## src/rtl/tdm_demux_8ch.sv

```systemverilog
// Eight-channel TDM demultiplexer: collects a frame of samples into working
// registers and presents each completed frame on a double-buffered output bank.
module tdm_demux_8ch #(
   parameter int unsigned WIDTH = 4
) (
   input  logic             clk,
   input  logic             rst,
   input  logic [WIDTH-1:0] din,
   input  logic             din_valid,
   input  logic             sync,
   input  logic             frame_ack,
   output logic [WIDTH-1:0] ya,
   output logic [WIDTH-1:0] yb,
   output logic [WIDTH-1:0] yc,
   output logic [WIDTH-1:0] yd,
   output logic [WIDTH-1:0] ye,
   output logic [WIDTH-1:0] yf,
   output logic [WIDTH-1:0] yg,
   output logic [WIDTH-1:0] yh,
   output logic             frame_valid,
   output logic             overrun,
   output logic [2:0]       ch_idx
);

   localparam int unsigned NCH = 8;
   localparam int unsigned IW  = 3;

   logic [IW-1:0]    ptr_q, ptr_d;
   logic [WIDTH-1:0] work_q [NCH];
   logic [WIDTH-1:0] work_d [NCH];
   logic [WIDTH-1:0] out_q  [NCH];
   logic [WIDTH-1:0] out_d  [NCH];
   logic             fv_q, fv_d;
   logic             ov_q, ov_d;
   logic [IW-1:0]    wr_idx_c;
   logic             complete_c;

   // Next-state: sample capture, pointer advance, frame hand-off and flags
   always_comb begin
      ptr_d      = ptr_q;
      work_d     = work_q;
      out_d      = out_q;
      fv_d       = fv_q;
      ov_d       = ov_q;
      wr_idx_c   = sync ? '0 : ptr_q;
      complete_c = din_valid && !sync && (ptr_q == IW'(NCH - 1));

      if (din_valid) begin
         work_d[wr_idx_c] = din;
         ptr_d            = sync ? IW'(1) : ptr_q + IW'(1);
      end else if (sync) begin
         ptr_d = '0;
      end

      // Channel 7 comes straight from din so the frame is visible one cycle later
      if (complete_c) begin
         for (int unsigned i = 0; i < NCH - 1; i++) begin
            out_d[i] = work_q[i];
         end
         out_d[NCH-1] = din;
      end

      if (complete_c)     fv_d = 1'b1;
      else if (frame_ack) fv_d = 1'b0;

      if (complete_c && fv_q && !frame_ack) ov_d = 1'b1;
      else if (frame_ack)                   ov_d = 1'b0;
   end

   always_ff @(posedge clk or posedge rst) begin
      if (rst) begin
         ptr_q <= '0;
         fv_q  <= 1'b0;
         ov_q  <= 1'b0;
         for (int unsigned i = 0; i < NCH; i++) begin
            work_q[i] <= '0;
            out_q[i]  <= '0;
         end
      end else begin
         ptr_q  <= ptr_d;
         fv_q   <= fv_d;
         ov_q   <= ov_d;
         work_q <= work_d;
         out_q  <= out_d;
      end
   end

   assign ya          = out_q[0];
   assign yb          = out_q[1];
   assign yc          = out_q[2];
   assign yd          = out_q[3];
   assign ye          = out_q[4];
   assign yf          = out_q[5];
   assign yg          = out_q[6];
   assign yh          = out_q[7];
   assign frame_valid = fv_q;
   assign overrun     = ov_q;
   assign ch_idx      = ptr_q;

endmodule

```

## config.mk

```make
export PLATFORM = sky130hd
export DESIGN_NAME = tdm_demux_8ch
export DESIGN_NICKNAME = d
export VERILOG_FILES = /design/src/rtl/tdm_demux_8ch.sv
export SDC_FILE = /design/constraint.sdc
export NUM_CORES = 1
export LEC_CHECK = 0
export ABC_AREA = 1
export BUFFER_PORTS_ARGS = -buffer_cell sky130_fd_sc_hd__buf_2
export CAP_MARGIN = 20
export CELL_PAD_IN_SITES_DETAIL_PLACEMENT = 0
export CELL_PAD_IN_SITES_GLOBAL_PLACEMENT = 1
export CORE_ASPECT_RATIO = 1.5
export CORE_MARGIN = 1.5
export CORE_UTILIZATION = 25
export DETAILED_ROUTE_END_ITERATION = 10
export GPL_TIMING_DRIVEN = 0
export HOLD_SLACK_MARGIN = 0.15
export PLACE_DENSITY = 0.48
export SYNTH_ARGS = -nofsm -noshare
export SYNTH_HDL_FRONTEND = slang
export SYNTH_SLANG_ARGS = --single-unit
```

## constraint.sdc

```tcl
create_clock -name clk -period 7.1 [get_ports clk]
set_clock_uncertainty 0.2 [all_clocks]
set_input_delay 1.42 -clock clk [delete_from_list [all_inputs] [get_ports clk]]
set_output_delay 1.42 -clock clk [all_outputs]
set_load 0.1 [all_outputs]
```

==> impl_metrics.tcl, run 1 <==
set metrics [dict create \
    hold_buffers 0 \
    cp_top_family "flip-flops" \
    drtIter0Drc 102 \
    rrSetupSlack_ns 5.08 \
    die_y_um 130.3 \
    max-slew-margin-rel 0.4403 \
    synth_top_family_by_area "simple AND/OR/NAND/NOR gates" \
    grt_pass1_wl_um 10930 \
    worstReg2RegStart "ch_idx[1]$_DFF_PP0_" \
    nets 361 \
    syn_area_mm2 0.002700 \
    yosysWarnings 0 \
    fin_crit_sh 0.4262 \
    crit_buf_inv 1 \
    syn_area_per_cell_um2 9.030 \
    rsz0062_at_grt "false" \
    synth_edf_count 0 \
    numCtsBuffers 9 \
    path_depth 1 \
    rows 46 \
    max_stage_delay_ns 0.57 \
    path_cells "buf_2" \
    wl_per_cell_um 13.41 \
    synth-compound-area-share 0.07600 \
    hold_violations 0 \
    ir_drop_uv 118.9 \
    synth-simple-area-share 0.2215 \
    endpoint "ch_idx[1]" \
    ios 46 \
    worstSetupPathType "flip-flop to output port" \
    grt_use_met2 0.2039 \
    clockRootBuffer "clkbuf_16" \
    worst-endpoint-required_ns 5.48 \
    diodes 0 \
    cp-startpoint "ch_idx[1]$_DFF_PP0_" \
    clk_latency_ns 0.33 \
    cts.sinks 65 \
    synthesis.nets 310 \
    rr_endpoint "ye[3]$_DFFE_PP0P_" \
    path_clk_slew_ns 0.05 \
    hp-class "flip-flop to flip-flop" \
    start_util 0.2564 \
    synth_flop_cell "dfrtp_1" \
    critPathMaxFanout 7 \
    ys_seq_area_frac 0.6024 \
    synth-xor-area-share 0.003244 \
    drcViolationCount 0 \
    final.min_clock_period_ns 3.026 \
    synthAdderAreaFrac 0.009268 \
    post_cts_resized 0 \
    fillers 1126 \
    viasPerCell 4.032 \
    power_leakage_uw 0.001736 \
    areaGrowthSynthToFinish_pct 23.91 \
    netlist_top_cells_count "nand2_1, dfrtp_1, inv_1, nand3_1, o21ai_1" \
    die-area_mm2 0.01145 \
    first_pass_iters 4 \
    synth_cells 299 \
    globalplace.congestion 0.6960 \
    worst_pin_slew_ns 0.8395 \
    grt_pass1_vias 2001 \
    grt_max_degree 66 \
    synth_top_area_frac 0.6024 \
    end_kind "output port" \
    grt.busiest_layer "met2" \
    die_x_um 87.86 \
    drv_cap 0 \
    cts_tree "done" \
    postCtsSetupBuffers 0 \
    async_reset_ff_frac 1.000 \
    finalSetupViolCount 0 \
    ys_types 20 \
    cts.htree.levels 3 \
    max_freq_mhz 330.4 \
    cp_slowest_cell "dfrtp_1" \
    synth_mux_area_frac 0 \
    clock_path_buffers 2 \
    grt_usage 0.1323 \
    met3_usage 0.03289 \
    drive_above_1_share 0.2316 \
    synth_top_cell_by_area "dfrtp_1" \
    wl_um 6677 \
    grtUsageMet1 0.1695 \
    setup.worst_path.start_class "flip-flop" \
    drv_slew 0 \
    hpwl_um 4595 \
    coreArea_mm2 0.01053 \
    yosysMostFrequentCell "nand2_1" \
    ant_nets 0 \
    status "completed" \
    antenna_found_initial 0 \
    finalPower_uw 970.9 \
    p_per_area_mw_per_mm2 290.2 \
    cp.arrival_ns 1.41 \
    num_vias 2008 \
    ff2ff_path_depth 5 \
    port_buffers 40 \
    synth_seq_cells 65 \
    gr-total-overflow 0 \
    synth_top_cells_by_area "dfrtp_1, nand2_1, inv_1" \
    fin_setup_tns_ns 0 \
]
how the worst min path moves through the flow:
| stage | startpoint | to | slack (ns) | cells past startpoint |
|---|---|---|---|---|
| finish | work_q[9]$_DFFE_PP0P_ | work_q[9]$_DFFE_PP0P_ | 0.27 | 2 |
| global placement | work_q[6]$_DFFE_PP0P_ | work_q[6]$_DFFE_PP0P_ | 0.26 | 2 |
| CTS | work_q[9]$_DFFE_PP0P_ | work_q[9]$_DFFE_PP0P_ | 0.27 | 2 |
| detailed placement | work_q[9]$_DFFE_PP0P_ | work_q[9]$_DFFE_PP0P_ | 0.26 | 2 |
| global route | work_q[24]$_DFFE_PP0P_ | work_q[24]$_DFFE_PP0P_ | 0.29 | 2 |
| floorplan | work_q[10]$_DFFE_PP0P_ | work_q[10]$_DFFE_PP0P_ | 0.24 | 2 |
layer usage:
metal | up-vias | wire, µm
li1 | 1033 | -
met1 | 925 | 3101
met2 | 35 | 3200
met3 | 15 | 213
met4 | 0 | 162
met5 | - | 0
area by class of cell:
type                            instances  area (µm²)  share of cell area
Sequential cell                        65        1627              0.4862
Multi-Input combinational cell        179       837.1              0.2502
Clock buffer                           11       242.7             0.07255
Timing Repair Buffer                   40       200.2             0.05984
Tap cell                              144       180.2             0.05385
Inverter                               40       152.6             0.04562
Buffer                                 15       86.33             0.02580
Clock inverter                          4       20.02            0.005984
flip-flops by register name, summed over array words and instances, names as in the netlist:
signal	cells
ch_idx	3
frame_valid	1
overrun	1
work_q	28
ya	4
yb	4
yc	4
yd	4
ye	4
yf	4
yg	4
yh	4
stage by stage:
stage	area, µm²	std cells	setup WS (ns)	hold WS, ns	util
2_1_floorplan	2700	299	3.854	0.2419	-
3_3_place_gp	3080	483	2.793	0.2590	0.2925
3_5_place_dp	3083	483	4.413	0.2596	0.2927
4_1_cts	3346	498	4.051	0.2731	0.3177
5_1_grt	3346	498	4.005	0.2923	0.3177
6_report	3346	498	4.074	0.2694	0.3177
kinds of logic (layout without fill, tap and decap cells):
| group | after synthesis | after routing |
|---|---|---|
| adder cells (fa/ha/maj) | 2 | 2 |
| flip-flops | 65 | 65 |
| AO/OA/AOI/OAI | 38 | 38 |
| buffers and inverters | 55 | 110 |
| AND/OR/NAND/NOR | 138 | 138 |
| XOR/XNOR | 1 | 1 |
cells in the final DEF, fill, tap and decap left out:
master,count
dfrtp_1,65
nand4_1,1
clkbuf_1,6
inv_4,1
o21ai_0,10
clkbuf_16,9
o21ai_1,25
inv_2,4
nor2_4,3
buf_2,43
o21ai_4,1
nand3_1,25
inv_1,35
buf_4,7
nor2_1,2
nand2_1,99
ha_1,2
clkinv_2,4
nand2_2,7
a21oi_1,1
a21oi_2,1
xor2_1,1
nand3_2,1
clkbuf_8,1
report_power, final:
group | internal (µW) | switching [µW] | leakage (µW)
Sequential | 413 | 26.1 | 0.000881
Combinational | 32.9 | 103 | 0.000720
Clock | 241 | 155 | 0.000135
Total | 687 | 284 | 0.00174
No activity file was read; power rests on OpenSTA's default activity.
==> run 2, diff against run 1 <==
--- a/config.mk
+++ b/config.mk
@@ -5,7 +5,7 @@
 export SDC_FILE = /design/constraint.sdc
 export NUM_CORES = 1
 export LEC_CHECK = 0
-export ABC_AREA = 1
+export ABC_AREA = 0
 export BUFFER_PORTS_ARGS = -buffer_cell sky130_fd_sc_hd__buf_2
 export CAP_MARGIN = 20
 export CELL_PAD_IN_SITES_DETAIL_PLACEMENT = 0
@@ -16,7 +16,7 @@
 export DETAILED_ROUTE_END_ITERATION = 10
 export GPL_TIMING_DRIVEN = 0
 export HOLD_SLACK_MARGIN = 0.15
-export PLACE_DENSITY = 0.48
+export PLACE_DENSITY = 0.44
 export SYNTH_ARGS = -nofsm -noshare
 export SYNTH_HDL_FRONTEND = slang
 export SYNTH_SLANG_ARGS = --single-unit
==> constraint.sdc (replaced) <==
create_clock -name clk -period 2.8 [get_ports clk]
set_clock_uncertainty 0.2 [all_clocks]
set_input_delay 0.56 -clock clk [delete_from_list [all_inputs] [get_ports clk]]
set_output_delay 0.56 -clock clk [all_outputs]
set_load 0.1 [all_outputs]
==> run 2 against run 1 <==
The flow now finishes with violations (DRC); sequential cell count did not move; die area shrank 5.7%; register-to-register slack got worse by 4.5 ns; hold slack got worse by 0.071 ns; combinational power grew to 2.8 times the previous value; core utilization increased by 1.2 points; cell count is 33% lower; design area decreased by 3.5%; critical path type is now flip-flop to flip-flop; highest routed layer unchanged.
==> impl_metrics.tcl, run 2 <==
set metrics [dict create \
    grt_max_degree 41 \
    die-area_mm2 0.01079 \
    first_pass_iters 7 \
    p_sw_frac 0.2621 \
    syn_area_per_cell_um2 16.29 \
    postCtsSetupBuffers 0 \
    place_ws_ns 0.5728 \
    synth_cells 156 \
    cts.sinks 65 \
    nets 224 \
    hold_violations 0 \
    grt_pass1_wl_um 8700 \
    coreArea_mm2 0.009799 \
    drtIter0Drc 55 \
    multi_input_comb_area_um2 877.1 \
    cts_tree "done" \
    end_kind "flip-flop" \
    setup.worst_path.start_class "flip-flop" \
    port_buffers 44 \
    synth_seq_cells 65 \
    globalplace.congestion 0.7038 \
    wl_um 5361 \
    ys_seq_area_frac 0.6401 \
    netlist_top_cells_count "dfrtp_1, mux2_2, mux2_4, nor2_1, buf_2" \
    p_sw_uw 676.6 \
    largest_reg_flops 28 \
    rows 44 \
    ios 46 \
    timing.final.ws_setup_ns 0.5820 \
    rsz0062_at_grt "false" \
    top_register "work_q" \
    wl_per_cell_um 16.10 \
    start_util 0.2593 \
    drv_slew 0 \
    max_stage_delay_ns 0.48 \
    areaGrowthSynthToFinish_pct 27.08 \
    antenna_found_initial 0 \
    path_clk_slew_ns 0.05 \
    fin_setup_tns_ns 0 \
    async_reset_ff_frac 1.000 \
    clkPwrFrac 0.414 \
    ant_nets 0 \
    failed_checks "DRC" \
    cp_slowest_cell "dfrtp_1" \
    worstSetupPathType "flip-flop to flip-flop" \
    worst_pin_slew_ns 0.5997 \
    fin_crit_sh 0.7921 \
    max_freq_mhz 450.9 \
    die_y_um 126.5 \
    p_int_uw 1905 \
    gr-total-overflow 0 \
    ir_drop_uv 289.5 \
    pwr-share-seq 0.441 \
    synth_edf_count 0 \
    num_vias 1458 \
    power_leakage_uw 0.001703 \
    diodes 0 \
    synth_top_cell_by_area "dfrtp_1" \
    final.min_clock_period_ns 2.218 \
    grt_usage 0.1081 \
    crit_top_cell "ha_1" \
    max-slew-margin-rel 0.5969 \
    layout_common_cells "dfrtp_1, mux2_2, buf_2" \
    synth_flop_cell "dfrtp_1" \
    cp.arrival_ns 2.22 \
    synth_top_cells_by_area "dfrtp_1, mux2_2, mux2_4" \
    hpwl_um 3803 \
    yosysMostFrequentCell "dfrtp_1" \
    critPathMaxFanout 10 \
    fillers 998 \
    drv_cap 0 \
    clockRootBuffer "clkbuf_16" \
    die_x_um 85.32 \
    seq_area_mm2 0.001627 \
    fin_hold_ws_ns 0.1981 \
    drive_above_1_share 0.5963 \
    viasPerCell 4.378 \
    grt_pass1_vias 1613 \
    yosysWarnings 0 \
    drcViolationCount 3 \
    p_per_area_mw_per_mm2 799.5 \
    clk_latency_ns 0.32 \
    clock_path_buffers 2 \
    combPwrFrac 0.145 \
    worst-endpoint-required_ns 2.80 \
    final_common_cell "dfrtp_1" \
    numCtsBuffers 9 \
    hp-class "input port to flip-flop" \
    placed_cells 316 \
    cts.htree.levels 3 \
    status "finished, violations left" \
    path_cells "ha_1 > ha_1 > nand3b_1 > buf_2 > mux2_2" \
    stdcell_count 333 \
    syn_area_mm2 0.002541 \
    finalSetupViolCount 0 \
    synthesis.nets 167 \
    ys_types 26 \
    final_util 0.3295 \
    synth_top_area_frac 0.6401 \
]
-- run 2: path summary, 6_finish.rpt --
path	startpoint	endpoint	slack, ns	depth (start not counted)
max in group asynchronous	rst	work_q[19]$_DFFE_PP0P_	1.15	4
hold / removal	frame_ack	overrun$_DFFE_PP0P_	0.20	2
setup / recovery	ch_idx[0]$_DFF_PP0_	yh[1]$_DFFE_PP0P_	0.58	5
min in group asynchronous	rst	yb[0]$_DFFE_PP0P_	0.64	3
hold reg to reg	ya[2]$_DFFE_PP0P_	ya[2]$_DFFE_PP0P_	0.30	1
setup reg to reg	ch_idx[0]$_DFF_PP0_	yh[1]$_DFFE_PP0P_	0.58	5
-- run 2: power groups by stage --
stage,combinational (µW),clock [µW],sequential (µW)
5_1_grt,401,1150,1160
6_report,375,1070,1140
3_5_place_dp,380,0,1150
3_3_place_gp,365,0,1150
2_1_floorplan,172,0,1270
4_1_cts,382,1100,1140
-- run 2: routing by layer --
metal | share of wire | global-route usage | vias up
li1 | - | - | 673
met1 | 0.41 | 0.1235 | 745
met2 | 0.51 | 0.1746 | 30
met3 | 0.060 | 0.04099 | 10
met4 | 0.024 | 0.05693 | 0
met5 | 0 | 0 | -
-- run 2: stage by stage --
step | total power (µW) | cell area [µm²]
floorplan | 1443 | 2541
global placement | 1514 | 2905
detailed placement | 1535 | 2925
CTS | 2627 | 3229
global route | 2707 | 3229
finish | 2582 | 3229
-- run 2: logic make-up (layout without fill, tap and decap cells) --
family                   count (synthesis)  in the layout  synth area share
AO/OA/AOI/OAI                            3              3          0.005903
multiplexers                            62             62            0.2797
buffers and inverters                    7             69           0.01477
adder cells (fa/ha/maj)                  2              2          0.009846
flip-flops                              65             65            0.6401
AND/OR/NAND/NOR                         16             16           0.04628
XOR/XNOR                                 1              1          0.003447
-- run 2: final cells by class --
class	instances	area share
buffer	5	0.009299
clock inverter	2	0.003100
tap	115	0.04456
timing repair buffer	46	0.07749
multi-input combinational	84	0.2716
clock buffer	14	0.08795
inverter	2	0.002325
sequential	65	0.5037
-- run 2: critical path, delay by kind of cell (launching register included) --
family        cells  cell delay [ns]
buf+inv           1             0.34
fa+ha+maj         2             0.46
simple gates      1             0.23
mux               1             0.38
flops             1             0.48
-- run 2: what timing repair did --
item,4_1_cts,5_1_grt
endpoints found under the hold margin,25,0
endpoints found under the setup margin,0,0
hold buffers,1,0
gates resized for setup,0,0
==> run 3, diff against run 2 <==
==> constraint.sdc (replaced) <==
create_clock -name clk -period 2.2 [get_ports clk]
set_clock_uncertainty 0.2 [all_clocks]
set_input_delay 0.44 -clock clk [delete_from_list [all_inputs] [get_ports clk]]
set_output_delay 0.44 -clock clk [all_outputs]
set_load 0.1 [all_outputs]
==> run 3 against run 2 <==
The flow still finishes with violations (DRC); non-clock buffer count up 2; setup slack lost 0.47 ns; sequential share of layout area fell by 0.19 points; combinational power up 28%; critical path type unchanged; routed wire length up 2.2%; core utilization rose by 0.20 points.
==> impl_metrics.tcl, run 3 (same netlist as run 2, synthesis figures left out) <==
set metrics [dict create \
    status "finished, violations left" \
    failed_checks "DRC" \
    max-slew-margin-rel 0.6364 \
    critPathMaxFanout 10 \
    top_register "work_q" \
    numCtsBuffers 9 \
    drcViolationCount 2 \
    worstSetupPathType "flip-flop to flip-flop" \
    grt_pass1_vias 1665 \
    cp_top_family "flip-flops" \
    p_int_uw 2365 \
    ios 46 \
    drv_slew 0 \
    rows 44 \
    rr_endpoint "yh[1]$_DFFE_PP0P_" \
    max_freq_mhz 479.2 \
    diodes 0 \
    wl_um 5480 \
    hp-class "input port to flip-flop" \
    start_util 0.2593 \
    finalSetupViolCount 0 \
    end_kind "flip-flop" \
    ir_drop_uv 528.8 \
    drv_cap 0 \
    viasPerCell 4.460 \
    pwr-share-seq 0.451 \
    setup.worst_path.start_class "flip-flop" \
    antenna_found_initial 0 \
    rsz0062_at_grt "false" \
    areaGrowthSynthToFinish_pct 27.87 \
    final_common_cell "dfrtp_1" \
    cts.htree.levels 3 \
    clk_latency_ns 0.32 \
    wl_per_cell_um 16.36 \
    cts.sinks 65 \
    max_stage_delay_ns 0.48 \
    drive_above_1_share 0.6000 \
    worst_pin_slew_ns 0.5443 \
    fillers 975 \
    power_leakage_uw 0.001696 \
    fin_hold_ws_ns 0.2287 \
    coreArea_mm2 0.009799 \
    p_per_area_mw_per_mm2 994.5 \
    die_y_um 126.5 \
    grt_pass1_wl_um 9004 \
    largest_reg_flops 28 \
    fin_setup_tns_ns 0 \
    worst-endpoint-required_ns 2.21 \
    fin_crit_sh 0.9485 \
    gr-total-overflow 0 \
    final.min_clock_period_ns 2.087 \
    ff2ff_path_depth 5 \
    cp_slowest_cell "dfrtp_2" \
    p_sw_frac 0.2680 \
    cp-startpoint "ch_idx[0]$_DFF_PP0_" \
    path_clk_slew_ns 0.05 \
    drtIter0Drc 57 \
    port_buffers 44 \
    clock_path_buffers 2 \
    clkPwrFrac 0.401 \
    clockRootBuffer "clkbuf_16" \
    crit_top_cell "ha_1" \
    grt_max_degree 43 \
    rrSetupSlack_ns 0.11 \
    hold_violations 0 \
    nets 226 \
    ant_nets 0 \
    p_sw_uw 866.1 \
    crit_buf_inv 1 \
    globalplace.congestion 0.6871 \
    hpwl_um 3773 \
    cts_tree "done" \
    die-area_mm2 0.01079 \
    endpoint "yh[1]$_DFFE_PP0P_" \
    worstReg2RegStart "ch_idx[0]$_DFF_PP0_" \
    num_vias 1494 \
    cp.arrival_ns 2.10 \
    combPwrFrac 0.149 \
    path_depth 5 \
    first_pass_iters 7 \
    layout_common_cells "dfrtp_1, mux2_2, buf_2" \
    path_cells "ha_1 > ha_1 > nand3b_1 > buf_4 > mux2_2" \
    grt_usage 0.1137 \
    die_x_um 85.32 \
]
-- run 3: changes by cell type in the layout (fill, tap and decap cells not counted), sizes merged --
cell / before / now
clkinvlp: 0 / 1
clkinv: 2 / 3
clkbuf: 15 / 14
inv: 2 / 1
dlygate4sd3: 1 / 3
-- run 3: layout make-up --
class / count / area (µm²) / share of cell area
sequential: 65 / 1630 / 0.5017
multi-input combinational: 84 / 885.9 / 0.2726
timing repair buffer: 48 / 270.3 / 0.08317
clock buffer: 13 / 260.3 / 0.08009
tap: 115 / 143.9 / 0.04428
buffer: 5 / 32.53 / 0.01001
clock inverter: 3 / 15.01 / 0.004621
inverter: 2 / 11.26 / 0.003466
-- run 3: how the worst min path moves through the flow --
stage                            from                      to  slack [ns]  depth (start not counted)
2_1_floorplan  work_q[12]$_DFFE_PP0P_  work_q[12]$_DFFE_PP0P_        0.27                          1
3_3_place_gp      overrun$_DFFE_PP0P_     overrun$_DFFE_PP0P_        0.28                          2
3_5_place_dp        yb[1]$_DFFE_PP0P_       yb[1]$_DFFE_PP0P_        0.29                          1
4_1_cts                          sync     ch_idx[1]$_DFF_PP0_        0.19                          2
5_1_grt                          sync     ch_idx[2]$_DFF_PP0_        0.23                          2
6_report                         sync     ch_idx[1]$_DFF_PP0_        0.23                          2
-- run 3: routing by layer --
metal  vias up  GRT usage  routed length [µm]
met5         -          0                   0
met1       769     0.1293                2242
met4         0    0.06831                 152
met2        34     0.1863                2822
met3        13    0.03448                 263
li1        678          -                   -
-- run 3: what timing repair did --
item | in CTS | in global routing
hold buffers | 3 | 0
hold endpoints to repair | 26 | 0
setup endpoints to repair | 0 | 13
buffers inserted | 0 | 0
resized for setup | 0 | 3
-- run 3: through the flow --
step | std cells | utilization | total power [µW] | cell area, µm² | setup WS [ns]
after floorplan | 156 | - | 1838 | 2549 | 0.03618
after CTS | 335 | 0.3304 | 3285 | 3238 | 0.02498
after global routing | 335 | 0.3316 | 3404 | 3249 | 0.03477
after detailed placement | 316 | 0.2993 | 1954 | 2933 | 0.03411
final | 335 | 0.3316 | 3231 | 3249 | 0.1133
after global placement | 315 | 0.2972 | 1929 | 2913 | 0.07497
-- run 3: power groups by stage --
stage                     clock network [µW]  registers, µW  logic [µW]
after global placement                     0           1460         466
after global routing                    1410           1480         514
after CTS                               1340           1460         488
after detailed placement                   0           1470         481
final                                   1290           1460         481
after floorplan                            0           1620         219
